--- src/rtl/imem_read_arbiter_if.sv ---
// rtl/imem_read_arbiter_if.sv - AR/R read-channel bundle shared by requesters and the instruction-memory slave
interface imem_read_arbiter_if #(
   parameter int AXI_AWIDTH = 4,
   parameter int AXI_DWIDTH = 32
);
   logic [AXI_AWIDTH-1:0] ARADDR;
   logic                  ARVALID;
   logic                  ARREADY;
   logic [AXI_DWIDTH-1:0] RDATA;
   logic [1:0]            RRESP;
   logic                  RVALID;
   logic                  RREADY;

   // Issues AR, consumes R (a requester, or the arbiter towards the memory)
   modport master (
      output ARADDR, ARVALID, RREADY,
      input  ARREADY, RDATA, RRESP, RVALID
   );

   // Accepts AR, produces R (the memory, or the arbiter towards a requester)
   modport slave (
      input  ARADDR, ARVALID, RREADY,
      output ARREADY, RDATA, RRESP, RVALID
   );
endinterface

--- src/rtl/imem_read_arbiter.sv ---
// rtl/imem_read_arbiter.sv - two-requester read arbiter for instruction memory; IMEM_ARB_ROUND_ROBIN_EN selects round-robin over fixed priority
module imem_read_arbiter #(
   parameter int AXI_AWIDTH = 4,
   parameter int AXI_DWIDTH = 32
) (
   input  logic                 AXI_ACLK,
   input  logic                 AXI_ARESET,
   imem_read_arbiter_if.slave   M0,
   imem_read_arbiter_if.slave   M1,
   imem_read_arbiter_if.master  S
);

   typedef enum logic [1:0] {
      ST_IDLE = 2'd0,
      ST_ADDR = 2'd1,
      ST_DATA = 2'd2
   } state_t;

   state_t                state_q;
   state_t                state_d;

   logic [AXI_AWIDTH-1:0] addr_q;
   logic                  grant_q;      // 0 = M0 owns the transaction, 1 = M1
   logic                  win_sel;      // requester picked this cycle when in IDLE
   logic                  req_any;
   logic                  ar_accept;    // an M_AR handshake happens on this edge
   logic                  r_done;       // the slave R handshake happens on this edge
   logic [AXI_DWIDTH-1:0] rdata_pass;

   assign req_any    = M0.ARVALID | M1.ARVALID;
   // Reset gating keeps a requester from seeing ARREADY while the arbiter is being cleared
   assign ar_accept  = (state_q == ST_IDLE) && req_any && !AXI_ARESET;
   assign r_done     = (state_q == ST_DATA) && S.RVALID && S.RREADY;
   assign rdata_pass = S.RDATA;

`ifdef IMEM_ARB_ROUND_ROBIN_EN
   logic prio_q;   // requester preferred when both are valid

   // Pick the winner: the preferred requester on a tie, otherwise whoever is valid
   always_comb begin
      if (M0.ARVALID && M1.ARVALID) begin
         win_sel = prio_q;
      end else begin
         win_sel = !M0.ARVALID;
      end
   end

   // Move preference to the requester that did not just win
   always_ff @(posedge AXI_ACLK) begin
      if (AXI_ARESET) begin
         prio_q <= 1'b0;
      end else if (ar_accept) begin
         prio_q <= !win_sel;
      end
   end
`else
   // Fixed priority: M0 wins whenever it is valid
   always_comb begin
      win_sel = !M0.ARVALID;
   end
`endif

   // State register
   always_ff @(posedge AXI_ACLK) begin
      if (AXI_ARESET) begin
         state_q <= ST_IDLE;
      end else begin
         state_q <= state_d;
      end
   end

   // Next-state: one transaction in flight, idle cycle between responses and new grants
   always_comb begin
      state_d = state_q;
      case (state_q)
         ST_IDLE: begin
            if (ar_accept) begin
               state_d = ST_ADDR;
            end
         end
         ST_ADDR: begin
            if (S.ARREADY) begin
               state_d = ST_DATA;
            end
         end
         ST_DATA: begin
            if (r_done) begin
               state_d = ST_IDLE;
            end
         end
         default: begin
            state_d = ST_IDLE;
         end
      endcase
   end

   // Capture the winning address and grant index on the accepted M_AR handshake
   always_ff @(posedge AXI_ACLK) begin
      if (AXI_ARESET) begin
         addr_q  <= '0;
         grant_q <= 1'b0;
      end else if (ar_accept) begin
         addr_q  <= win_sel ? M1.ARADDR : M0.ARADDR;
         grant_q <= win_sel;
      end
   end

   // Handshake outputs per state; RREADY stays high outside DATA so stray responses drain
   always_comb begin
      M0.ARREADY = 1'b0;
      M1.ARREADY = 1'b0;
      M0.RVALID  = 1'b0;
      M1.RVALID  = 1'b0;
      S.ARVALID  = 1'b0;
      S.RREADY   = 1'b0;
      case (state_q)
         ST_IDLE: begin
            S.RREADY = 1'b1;
            if (ar_accept) begin
               if (win_sel) begin
                  M1.ARREADY = 1'b1;
               end else begin
                  M0.ARREADY = 1'b1;
               end
            end
         end
         ST_ADDR: begin
            // The slave only launches R when it sees ARVALID, ARREADY and RREADY together
            S.ARVALID = 1'b1;
            S.RREADY  = 1'b1;
         end
         ST_DATA: begin
            if (grant_q) begin
               M1.RVALID = S.RVALID;
               S.RREADY  = M1.RREADY;
            end else begin
               M0.RVALID = S.RVALID;
               S.RREADY  = M0.RREADY;
            end
         end
         default: begin
            S.RREADY = 1'b1;
         end
      endcase
   end

   // Address and read data/response are plain passthroughs; RVALID qualifies them
   assign S.ARADDR = addr_q;
   assign M0.RDATA = rdata_pass;
   assign M1.RDATA = rdata_pass;
   assign M0.RRESP = S.RRESP;
   assign M1.RRESP = S.RRESP;

endmodule

--- src/flat_wrapper.sv ---
// flat-port wrapper written by rule: the top's interface ports become plain ports
module imem_read_arbiter_flat 
#(
   parameter int AXI_AWIDTH = 4,
   parameter int AXI_DWIDTH = 32
)
  (AXI_ACLK, AXI_ARESET, M0_ARADDR, M0_ARVALID, M0_RREADY, M0_ARREADY, M0_RDATA, M0_RRESP, M0_RVALID, M1_ARADDR, M1_ARVALID, M1_RREADY, M1_ARREADY, M1_RDATA, M1_RRESP, M1_RVALID, S_ARADDR, S_ARVALID, S_RREADY, S_ARREADY, S_RDATA, S_RRESP, S_RVALID);
  imem_read_arbiter_if #(.AXI_AWIDTH(AXI_AWIDTH), .AXI_DWIDTH(AXI_DWIDTH)) M0_i ();
  imem_read_arbiter_if #(.AXI_AWIDTH(AXI_AWIDTH), .AXI_DWIDTH(AXI_DWIDTH)) M1_i ();
  imem_read_arbiter_if #(.AXI_AWIDTH(AXI_AWIDTH), .AXI_DWIDTH(AXI_DWIDTH)) S_i ();
  input  logic AXI_ACLK;
  input  logic AXI_ARESET;
  input wire logic [$bits(M0_i.ARADDR)-1:0] M0_ARADDR;
  input wire logic [$bits(M0_i.ARVALID)-1:0] M0_ARVALID;
  input wire logic [$bits(M0_i.RREADY)-1:0] M0_RREADY;
  output wire logic [$bits(M0_i.ARREADY)-1:0] M0_ARREADY;
  output wire logic [$bits(M0_i.RDATA)-1:0] M0_RDATA;
  output wire logic [$bits(M0_i.RRESP)-1:0] M0_RRESP;
  output wire logic [$bits(M0_i.RVALID)-1:0] M0_RVALID;
  input wire logic [$bits(M1_i.ARADDR)-1:0] M1_ARADDR;
  input wire logic [$bits(M1_i.ARVALID)-1:0] M1_ARVALID;
  input wire logic [$bits(M1_i.RREADY)-1:0] M1_RREADY;
  output wire logic [$bits(M1_i.ARREADY)-1:0] M1_ARREADY;
  output wire logic [$bits(M1_i.RDATA)-1:0] M1_RDATA;
  output wire logic [$bits(M1_i.RRESP)-1:0] M1_RRESP;
  output wire logic [$bits(M1_i.RVALID)-1:0] M1_RVALID;
  output wire logic [$bits(S_i.ARADDR)-1:0] S_ARADDR;
  output wire logic [$bits(S_i.ARVALID)-1:0] S_ARVALID;
  output wire logic [$bits(S_i.RREADY)-1:0] S_RREADY;
  input wire logic [$bits(S_i.ARREADY)-1:0] S_ARREADY;
  input wire logic [$bits(S_i.RDATA)-1:0] S_RDATA;
  input wire logic [$bits(S_i.RRESP)-1:0] S_RRESP;
  input wire logic [$bits(S_i.RVALID)-1:0] S_RVALID;
  assign M0_i.ARADDR = M0_ARADDR;
  assign M0_i.ARVALID = M0_ARVALID;
  assign M0_i.RREADY = M0_RREADY;
  assign M0_ARREADY = M0_i.ARREADY;
  assign M0_RDATA = M0_i.RDATA;
  assign M0_RRESP = M0_i.RRESP;
  assign M0_RVALID = M0_i.RVALID;
  assign M1_i.ARADDR = M1_ARADDR;
  assign M1_i.ARVALID = M1_ARVALID;
  assign M1_i.RREADY = M1_RREADY;
  assign M1_ARREADY = M1_i.ARREADY;
  assign M1_RDATA = M1_i.RDATA;
  assign M1_RRESP = M1_i.RRESP;
  assign M1_RVALID = M1_i.RVALID;
  assign S_ARADDR = S_i.ARADDR;
  assign S_ARVALID = S_i.ARVALID;
  assign S_RREADY = S_i.RREADY;
  assign S_i.ARREADY = S_ARREADY;
  assign S_i.RDATA = S_RDATA;
  assign S_i.RRESP = S_RRESP;
  assign S_i.RVALID = S_RVALID;
  imem_read_arbiter #(.AXI_AWIDTH(AXI_AWIDTH), .AXI_DWIDTH(AXI_DWIDTH)) u_core (.AXI_ACLK(AXI_ACLK), .AXI_ARESET(AXI_ARESET), .M0(M0_i), .M1(M1_i), .S(S_i));
endmodule
--- config.mk ---
export PLATFORM = sky130hd
export DESIGN_NAME = imem_read_arbiter_flat
export DESIGN_NICKNAME = d
export VERILOG_FILES = /design/src/rtl/imem_read_arbiter_if.sv /design/src/rtl/imem_read_arbiter.sv /design/src/flat_wrapper.sv
export SDC_FILE = /design/constraint.sdc
export NUM_CORES = 1
export LEC_CHECK = 0
export CAP_MARGIN = 20
export CELL_PAD_IN_SITES_DETAIL_PLACEMENT = 1
export CELL_PAD_IN_SITES_GLOBAL_PLACEMENT = 1
export CORE_ASPECT_RATIO = 1.25
export CORE_MARGIN = 2
export CORE_UTILIZATION = 14
export DETAILED_ROUTE_END_ITERATION = 16
export HOLD_SLACK_MARGIN = 0.15
export PLACE_DENSITY_LB_ADDON = 0.12
export SLEW_MARGIN = 20
export SYNTH_ARGS = -nofsm -noshare
export SYNTH_HDL_FRONTEND = slang
export SYNTH_SLANG_ARGS = --single-unit
--- constraint.sdc ---
create_clock -name AXI_ACLK -period 1.7 [get_ports AXI_ACLK]
set_clock_uncertainty 0.05 [all_clocks]
set_input_delay 0.34 -clock AXI_ACLK [delete_from_list [all_inputs] [get_ports AXI_ACLK]]
set_output_delay 0.34 -clock AXI_ACLK [all_outputs]
set_load 0.01 [all_outputs]
# Word-level counts from Yosys, hierarchy flattened
# Cells that the tools add are included.
[word_totals]
register_bits = 7
inputBits = 50
out_inout_bits = 78
elab_cells = 35
[classes]
eq_ne = 5
mux = 18
n_bitwise = 1
reduce_logical = 8
[ops]
columns = ["cell", "count"]
rows = [
  ["two-way mux 1 bit", 13],
  ["two-way mux 2 bit", 3],
  ["case mux 2 bit (3 select lines)", 1],
  ["logical AND 1 bit", 4],
  ["two-way mux 4 bit", 1],
  ["inequality test 2 x 1 -> 1 bit (second input constant)", 2],
  ["AND reduction 3 bit", 1],
  ["equality test 2 x 1 -> 1 bit (second input constant)", 1],
  ["equality test 2 bit (second input constant)", 1],
  ["zero test 1 bit", 2],
  ["zero test 2 bit", 1],
  ["inequality test 2 bit (second input constant)", 1],
  ["bitwise OR 1 bit", 1],
]

# Longest topological paths before layout
# Gate-level depths: netlist (run 1).
[logic_depth]
ltp_word = 5
depth_mapped = 5
ltp_nobuf = 3

# Least setup slack after synthesis (run 1)
# No wires, ideal clock.
[synth_path]
kind = "input to output"
start = "in M0_ARVALID"
end = "out M1_ARREADY"
t_arrival_ns = 1.178
required_ns = 1.310
path_slack_ns = 0.132
path_stages = 5
path_cell_list = "buf_6 > or2_0 > buf_2 > and2_4 > nor3b_1"
[synth_via]
elab_chain_cells = 5
[synth_rtl]
columns = ["item", "line", "rtl"]
rows = [
  ["from (decl)", "flat_wrapper.sv:14", "input wire logic [$bits(M0_i.ARVALID)-1:0] M0_ARVALID;"],
  ["bitwise OR 1 bit", "imem_read_arbiter.sv:30", "assign req_any = M0.ARVALID | M1.ARVALID;"],
  ["logical AND 1 bit (2 in a row)", "imem_read_arbiter.sv:32", "assign ar_accept = (state_q == ST_IDLE) && req_any && !AXI_ARESET;"],
  ["two-way mux 1 bit *", "imem_read_arbiter.sv:119", "if (ar_accept) begin"],
  ["two-way mux 1 bit *", "imem_read_arbiter.sv:116", "case (state_q)"],
  ["to (decl)", "flat_wrapper.sv:23", "output wire logic [$bits(M1_i.ARREADY)-1:0] M1_ARREADY;"],
]
# Mark *: on every way between the ends. The rest lies on a longest branch, timed or not.

# Final worst setup path (run 1)
[layout_path]
start = "reg u_core.state_q[0]"
end = "out S_RREADY"
[layout_via]
elab_chain_cells = 2
[layout_rtl]
columns = ["item", "line", "rtl"]
rows = [
  ["from (decl)", "imem_read_arbiter.sv:19", "state_t state_q;"],
  ["from (signal assigned)", "imem_read_arbiter.sv:68", "state_q <= state_d;"],
  ["equality test 2 bit", "imem_read_arbiter.sv:116", ""],
  ["two-way mux 1 bit", "imem_read_arbiter.sv:116", ""],
  ["to (decl)", "flat_wrapper.sv:29", "output wire logic [$bits(S_i.RREADY)-1:0] S_RREADY;"],
]
# Every way passes these cells.

==> results.yml, run 1 <==
status:
  status: "complete, no violations"
floorplanning:
  core_mm2: 0.00625
  fp.dieArea_mm2: 0.00716
  ios: 128
  rows: 32
  die_h_um: 94.1
  fp.dieW_um: 76.1
  initial_utilization_pct: 14.6
grt:
  grt_pass1_vias: 569
  grt_use_total_pct: 5.34
  grt_max_degree: 8
  grt_pass1_wl_mm: 2.94
  gr-total-overflow: 0
  antenna_found_initial: 0
synth:
  syn-instance-count: 110
  yosysTopAreaCellShare_pct: 56.1
  synth-edff-count: 0
  netlist_top_cells_area: "buf_4 (56%), dfxtp_1 (15%), a211oi_2 (5.5%)"
  synth_area_um2: 910
  synth_commonest_cells: "buf_4 (68), dfxtp_1 (7), a21oi_1 (6)"
  synth_top_area_cell: "buf_4"
  synthArstFlopShare_pct: 0
  synth-seq-cells: 7
  synth_flop_cell: "dfxtp_1"
  syn_area_per_cell_um2: 8.27
  syn_nets: 160
  synth.distinct_cells: 22
  yosysWarnings: 0
  synth_seq_area_share_pct: 15.4
  synthMostInstantiatedCell: "buf_4"
cts:
  htree_levels: 1
  hold_buffers: 0
  path_clk_slew_ns: 0.04
  tritoncts: "yes"
  clock_sinks: 7
  clk_latency_ns: 0.22
  cts_buffers: 3
  cts_root_buffer: "clkbuf_8"
  ctsLongestPathBuffers: 2
power_and_ir_drop:
  finalPower_mw: 0.616
  power.density_mw_per_mm2: 727
  ir_drop_v: 0.000156
  p_leak_nw: 0.346
drt:
  route.vias.total: 463
  drt_iter0_markers: 9
  routed_via_density: 2.86
  wl_mm: 1.86
  ant_nets: 0
  route.detailed.drc: 0
  dr.pass1.iters: 2
  wl_per_cell_um: 11.5
critical_path:
  crit_path_end_kind: "output port"
  rrSetupSlack_ns: 0.52
  path_class: "register to output port"
  cp_max_fo: 6
  crit_required_ns: 1.31
  cp.arrival_ns: 1.20
  startpoint_type: "register"
timing:
  rsz0062_at_grt: "false"
  min_period_ns: 1.59
  tightest_slew_ns: 0.239
  relSlewSlack_pct: 83.6
  setup_viol: 0
  finalHoldViolCount: 0
  slew_violations: 0
  clock.fmax_mhz: 627
  fin_crit_sh_pct: 93.8
finish:
  layout-drive-gt1-share_pct: 35.1
  fill_cells: 775
  antenna_cells: 0
  fin_nets: 128
  fin_cells: 162
  areaGrowthSynthToFinish_pct: -6.88
  final_util_pct: 13.6
placement:
  port_buffers: 25
  gp_congestion: 0.579
  dp.cells: 157
  post-dp-hpwl_mm: 1.54
flow_run:
  drv_cap: 0
min_path:
  hold_class: "primary input to register"
per-stage QoR:
stage	hold slack (ns)	instance area, µm²	setup WS [ns]	setup TNS (ns)
6_report	0.452	847	0.106	0
5_1_grt	0.494	847	0.0400	0
4_1_cts	0.510	842	-0.140	-0.310
3_5_place_dp	0.497	796	-0.601	-1.78
3_3_place_gp	0.478	796	-0.592	-1.81
2_1_floorplan	0.390	910	0.132	0
flip-flops by register name, summed over array words and instances (netlist names):
name             count
u_core.grant_q       1
u_core.state_q       2
u_core.S.ARADDR      4
path summary, 6_finish.rpt:
kind,from,to,depth (start not counted)
max,u_core.state_q[0],S_RREADY,5
min,M1_ARVALID,u_core.grant_q,3
max reg2reg,u_core.state_q[0],u_core.state_q[1],5
min reg2reg,u_core.state_q[0],u_core.state_q[0],2
cell usage in the layout (no fill, tap or decap), types with 2 or more instances in the layout:
cell type	Yosys	routed
a211oi_2	4	4
a21oi_1	6	6
buf_2	1	2
buf_4	68	8
clkbuf_2	0	3
clkbuf_8	0	3
clkdlybuf4s50_1	0	16
dfxtp_1	7	6
dlymetal6s2s_1	0	3
mux2i_1	5	5
nand2_1	2	2
nor2_1	3	3
critical path: stages (launching register included):
cell and delay [ns]:
dfxtp_2 0.33, buf_6 0.11, and2b_2 0.23, buf_4 0.13
nand2_1 0.05, clkbuf_2 0.12
repair_timing:
item	CTS	global route
pin swaps	0	1
setup endpoints to repair	6	5
gates resized for setup	17	10
buffers inserted	0	1
layout make-up:
type	count	area, µm²	area share [%]
clock buffers	4	45.0	5.32
multi-input cells	31	248	29.2
repair buffers	34	303	35.7
flip-flops and latches	7	141	16.7
well taps	85	106	12.6
inverters	1	3.75	0.443
cell families (layout without fill, tap and decap cells):
logic type             count (synthesis)  in the layout  share of synthesized area, %
AOI/OAI and AO/OA                     13             13                          11.8
buffers and inverters                 72             39                          58.7
DFF                                    7              7                          15.4
muxes                                  5              5                          5.50
and+or+nand+nor                       13             13                          8.53
report_power, final:
| part | leakage, nW | internal [mW] | switching, mW | total [mW] |
|---|---|---|---|---|
| Sequential | 0.0582 | 0.183 | 0.0111 | 0.194 |
| Clock | 0.0228 | 0.162 | 0.0699 | 0.232 |
| Combinational | 0.265 | 0.111 | 0.0787 | 0.189 |
| Total | 0.346 | 0.456 | 0.160 | 0.616 |
per-layer routing:
metal / routed length, µm / GRT usage, % / part of all wire [%] / up-vias
met1: 705 / 5.20 / 38 / 202
met5: 0 / 0 / 0 / -
met4: 17 / 3.03 / 0.91 / 0
met2: 948 / 9.30 / 51 / 29
met3: 191 / 2.60 / 10 / 9
li1: - / - / - / 223
No activity file was read; power rests on OpenSTA's default activity.
==> run 2: changes to the inputs <==
--- a/config.mk
+++ b/config.mk
@@ -13,7 +13,8 @@
 export CORE_UTILIZATION = 14
 export DETAILED_ROUTE_END_ITERATION = 16
 export HOLD_SLACK_MARGIN = 0.15
-export PLACE_DENSITY_LB_ADDON = 0.12
+export PLACE_DENSITY_LB_ADDON = 0.3
+export SKIP_LAST_GASP = 1
 export SLEW_MARGIN = 20
 export SYNTH_ARGS = -nofsm -noshare
 export SYNTH_HDL_FRONTEND = slang
==> results.yml, run 2 (synthesis results as in run 1) <==
status:
  status: "complete, no violations"
flow_run:
  drv_cap: 0
finish:
  areaGrowthSynthToFinish_pct: -3.03
  mostFrequentLayoutCells: "clkdlybuf4s50_1 (16), buf_4 (9), a21oi_1 (6), dfxtp_1 (6)"
  final_common_cell: "clkdlybuf4s50_1"
  layout-drive-gt1-share_pct: 36.7
  fin_nets: 130
  largest_reg_flops: 4
  fill_cells: 769
  antenna_cells: 0
drt:
  wl_mm: 1.83
  wl_per_cell_um: 11.2
  routed_via_density: 3.04
  route.vias.total: 498
  ant_nets: 0
  route.detailed.drc: 0
  drt_iter0_markers: 7
  dr.pass1.iters: 3
power_and_ir_drop:
  power.density_mw_per_mm2: 723
  p_leak_nw: 0.361
  ir_drop_v: 0.000271
timing:
  fin_crit_sh_pct: 98.8
  min_period_ns: 1.68
  clock.fmax_mhz: 595
  relSlewSlack_pct: 79.9
  setup_viol: 0
  tightest_slew_ns: 0.302
  finalHoldViolCount: 0
  finalSetupTns_ns: 0
  slew_violations: 0
  fin_hold_ws_ns: 0.401
cts:
  path_clk_slew_ns: 0.05
  htree_levels: 1
  tritoncts: "yes"
  cts_buffers: 3
  cts_root_buffer: "clkbuf_8"
  clock_sinks: 7
  hold_buffers: 0
  ctsLongestPathBuffers: 2
  clk_latency_ns: 0.23
floorplanning:
  fp.dieW_um: 76.1
  fp.dieArea_mm2: 0.00716
  initial_utilization_pct: 14.6
  ios: 128
  rows: 32
  core_mm2: 0.00625
  die_h_um: 94.1
grt:
  grt_pass1_vias: 551
  grt_max_degree: 7
  gr-total-overflow: 0
  antenna_found_initial: 0
  grt_pass1_wl_mm: 2.79
  grt_use_total_pct: 5.07
critical_path:
  critical_path.max_stage_delay_ns: 0.41
  crit_required_ns: 1.31
  path_class: "primary input to output port"
  crit_chain: "clkdlybuf4s50_1 > mux2i_2 > nand2_1 > dlygate4sd2_1"
  cp.arrival_ns: 1.29
  cp_max_fo: 2
  critPathSlowestCell: "clkdlybuf4s50_1"
  critPathLaunch: "M0_RREADY"
  ff2ff_path_depth: 5
  rrSetupSlack_ns: 0.50
  r2r-start: "u_core.grant_q"
  timing.rr.end: "u_core.state_q[1]"
  crit_path_end_kind: "output port"
  critPathCapture: "S_RREADY"
  startpoint_type: "primary input"
placement:
  port_buffers: 25
  post-dp-hpwl_mm: 1.44
  gp_congestion: 0.678
min_path:
  hold_class: "primary input to register"
## run 2: worst min path at each step
stage	startpoint	end	slack (ns)	depth (start not counted)
2_1_floorplan	S_ARREADY	u_core.state_q[0]	0.39	1
3_3_place_gp	u_core.state_q[1]	u_core.state_q[0]	0.48	2
3_5_place_dp	u_core.state_q[1]	u_core.state_q[0]	0.50	2
4_1_cts	u_core.state_q[0]	u_core.state_q[0]	0.51	2
5_1_grt	M0_ARVALID	u_core.grant_q	0.41	3
6_report	M0_ARVALID	u_core.grant_q	0.40	3
## run 2: per-layer routing
metal | global-route usage [%] | vias to the layer above | routed length (µm)
li1 | - | 229 | -
met2 | 7.59 | 45 | 761
met4 | 1.82 | 0 | 24
met1 | 5.37 | 216 | 740
met5 | 0 | - | 0
met3 | 4.04 | 8 | 308
## run 2: area by class of cell
class	instances	area [µm²]	share of cell area [%]
clock buffers	4	45.0	5.11
repair buffers	36	325	36.9
well taps	85	106	12.1
flip-flops and latches	7	141	16.0
multi-input cells	31	260	29.5
inverters	1	3.75	0.426
## run 2: timing repair
action                     4_1_cts  5_1_grt
pin swaps                        1        1
setup endpoints to repair        6        5
buffers inserted                 1        1
resized for setup               21        7
## run 2: power breakdown
| group | leakage [nW] | switching, mW | total (mW) | internal (mW) |
|---|---|---|---|---|
| combinational | 0.280 | 0.0808 | 0.201 | 0.120 |
| clock | 0.0228 | 0.0786 | 0.242 | 0.163 |
| sequential | 0.0582 | 0.0130 | 0.196 | 0.183 |
## run 2: per-stage QoR
stage	setup slack [ns]	area (µm²)	total power [mW]	utilization, %	instances
final	0.0204	882	0.638	14.1	164
after global routing	-0.00668	882	0.676	14.1	164
after CTS	-0.146	872	0.647	14.0	163
after detailed placement	-0.594	803	0.391	12.9	158
after global placement	-0.671	803	0.389	12.9	158
after floorplan	0.132	910	0.443	-	110
## run 2: critical path: cells and delay by family
kind | cells | cell delay (ns)
buffers and inverters | 2 | 0.69
muxes | 1 | 0.18
and+or+nand+nor | 1 | 0.07
==> run 3: changes to the inputs <==
--- a/config.mk
+++ b/config.mk
@@ -19,3 +19,4 @@
 export SYNTH_ARGS = -nofsm -noshare
 export SYNTH_HDL_FRONTEND = slang
 export SYNTH_SLANG_ARGS = --single-unit
+export TNS_END_PERCENT = 30
==> results.yml, run 3 (synthesis results as in run 1) <==
placement:
  gp_congestion: 0.678
  port_buffers: 25
  place_ws_ns: -0.594
  post-dp-hpwl_mm: 1.44
critical_path:
  crit_required_ns: 1.31
  startpoint_type: "primary input"
  cp.arrival_ns: 1.44
  path_class: "primary input to output port"
  crit_path_end_kind: "output port"
  cp_max_fo: 2
power_and_ir_drop:
  ir_drop_v: 0.000275
  p_leak_nw: 0.347
  power.density_mw_per_mm2: 730
timing:
  fin_hold_ws_ns: 0.409
  fin_crit_sh_pct: 108
  slew_violations: 0
  rsz0062_at_grt: "true"
  tightest_slew_ns: 0.283
  finalHoldViolCount: 0
  fin_ws_ns: -0.130
  setup_viol: 4
  min_period_ns: 1.83
  relSlewSlack_pct: 81.1
  clock.fmax_mhz: 547
  finalSetupTns_ns: -0.278
finish:
  layout-drive-gt1-share_pct: 28.6
  fin_nets: 128
  final_common_cell: "clkdlybuf4s50_1"
  antenna_cells: 0
  areaGrowthSynthToFinish_pct: -5.50
  fill_cells: 769
  largest_reg_flops: 4
  mostFrequentLayoutCells: "clkdlybuf4s50_1 (18), buf_4 (9), dfxtp_1 (7), a21oi_1 (6), mux2i_1 (5)"
  regArea_um2: 140
  multi_input_area_um2: 255
grt:
  antenna_found_initial: 0
  gr-usage-met1_pct: 5.42
  gr-total-overflow: 0
  grt_busiest_layer: "met2"
  grt_pass1_wl_mm: 2.75
  grt_use_met2_pct: 7.29
  grt_max_degree: 8
  grt_pass1_vias: 550
  grt_use_met3_pct: 3.94
  grt_use_total_pct: 4.99
flow_run:
  drv_cap: 0
floorplanning:
  fp.dieArea_mm2: 0.00716
  die_h_um: 94.1
  rows: 32
  fp.dieW_um: 76.1
  core_mm2: 0.00625
  ios: 128
  initial_utilization_pct: 14.6
cts:
  clk_latency_ns: 0.23
  tritoncts: "yes"
  cts_buffers: 3
  post-cts-setup-buffer-count: 0
  ctsLongestPathBuffers: 2
  cts_root_buffer: "clkbuf_8"
  htree_levels: 1
  clock_sinks: 7
  path_clk_slew_ns: 0.04
drt:
  drt_iter0_markers: 6
  ant_nets: 0
  wl_per_cell_um: 11.1
  route.vias.total: 491
  wl_mm: 1.80
  route.detailed.drc: 0
  dr.pass1.iters: 4
  routed_via_density: 3.03
status:
  failed_checks: "setup timing"
  status: "complete, but fails checks"
min_path:
  hold_class: "primary input to register"
## run 3: critical path, cell delays in order
cell and delay [ns]:
clkdlybuf4s50_1 0.41, or2_1 0.25, and2_4 0.15, nor3b_2 0.15
buf_2 0.14
## run 3: final timing paths
check / start / end / slack (ns) / cells past startpoint
setup / recovery: M0_ARVALID / M1_ARREADY / -0.13 / 5
hold / removal: M1_ARVALID / u_core.grant_q / 0.41 / 3
setup reg to reg: u_core.grant_q / u_core.state_q[1] / 0.60 / 4
hold reg to reg: u_core.S.ARADDR[0] / u_core.S.ARADDR[0] / 0.50 / 2
## run 3: power breakdown
part           switching (mW)  internal [mW]
Combinational          0.0784          0.114
Clock                  0.0779          0.163
Sequential             0.0121          0.183
Total                   0.168          0.459
## run 3: per-stage QoR
stage                     instance area (µm²)  cells  util (%)  power [mW]
final                                     860    162      13.8       0.628
after global routing                      860    162      13.8       0.667
after CTS                                 850    162      13.6       0.640
after detailed placement                  803    158      12.9       0.391
after global placement                    803    158      12.9       0.389
after floorplan                           910    110         -       0.443
## run 3: layout make-up
type / instances / area share (%)
timing repair buffer: 34 / 36.0
tap: 85 / 12.4
clock buffer: 4 / 5.24
sequential: 7 / 16.3
multi-input combinational: 31 / 29.7
inverter: 1 / 0.437
## run 3: routing by layer
layer  vias up  share of wire (%)
met4         0                1.3
met5         -                  0
li1        224                  -
met3         8                 17
met1       213                 40
met2        46                 41
## run 3: timing repair
item	CTS	global route
hold buffers	0	0
setup endpoints to repair	6	6
pin swaps	1	1
gates resized for setup	11	5
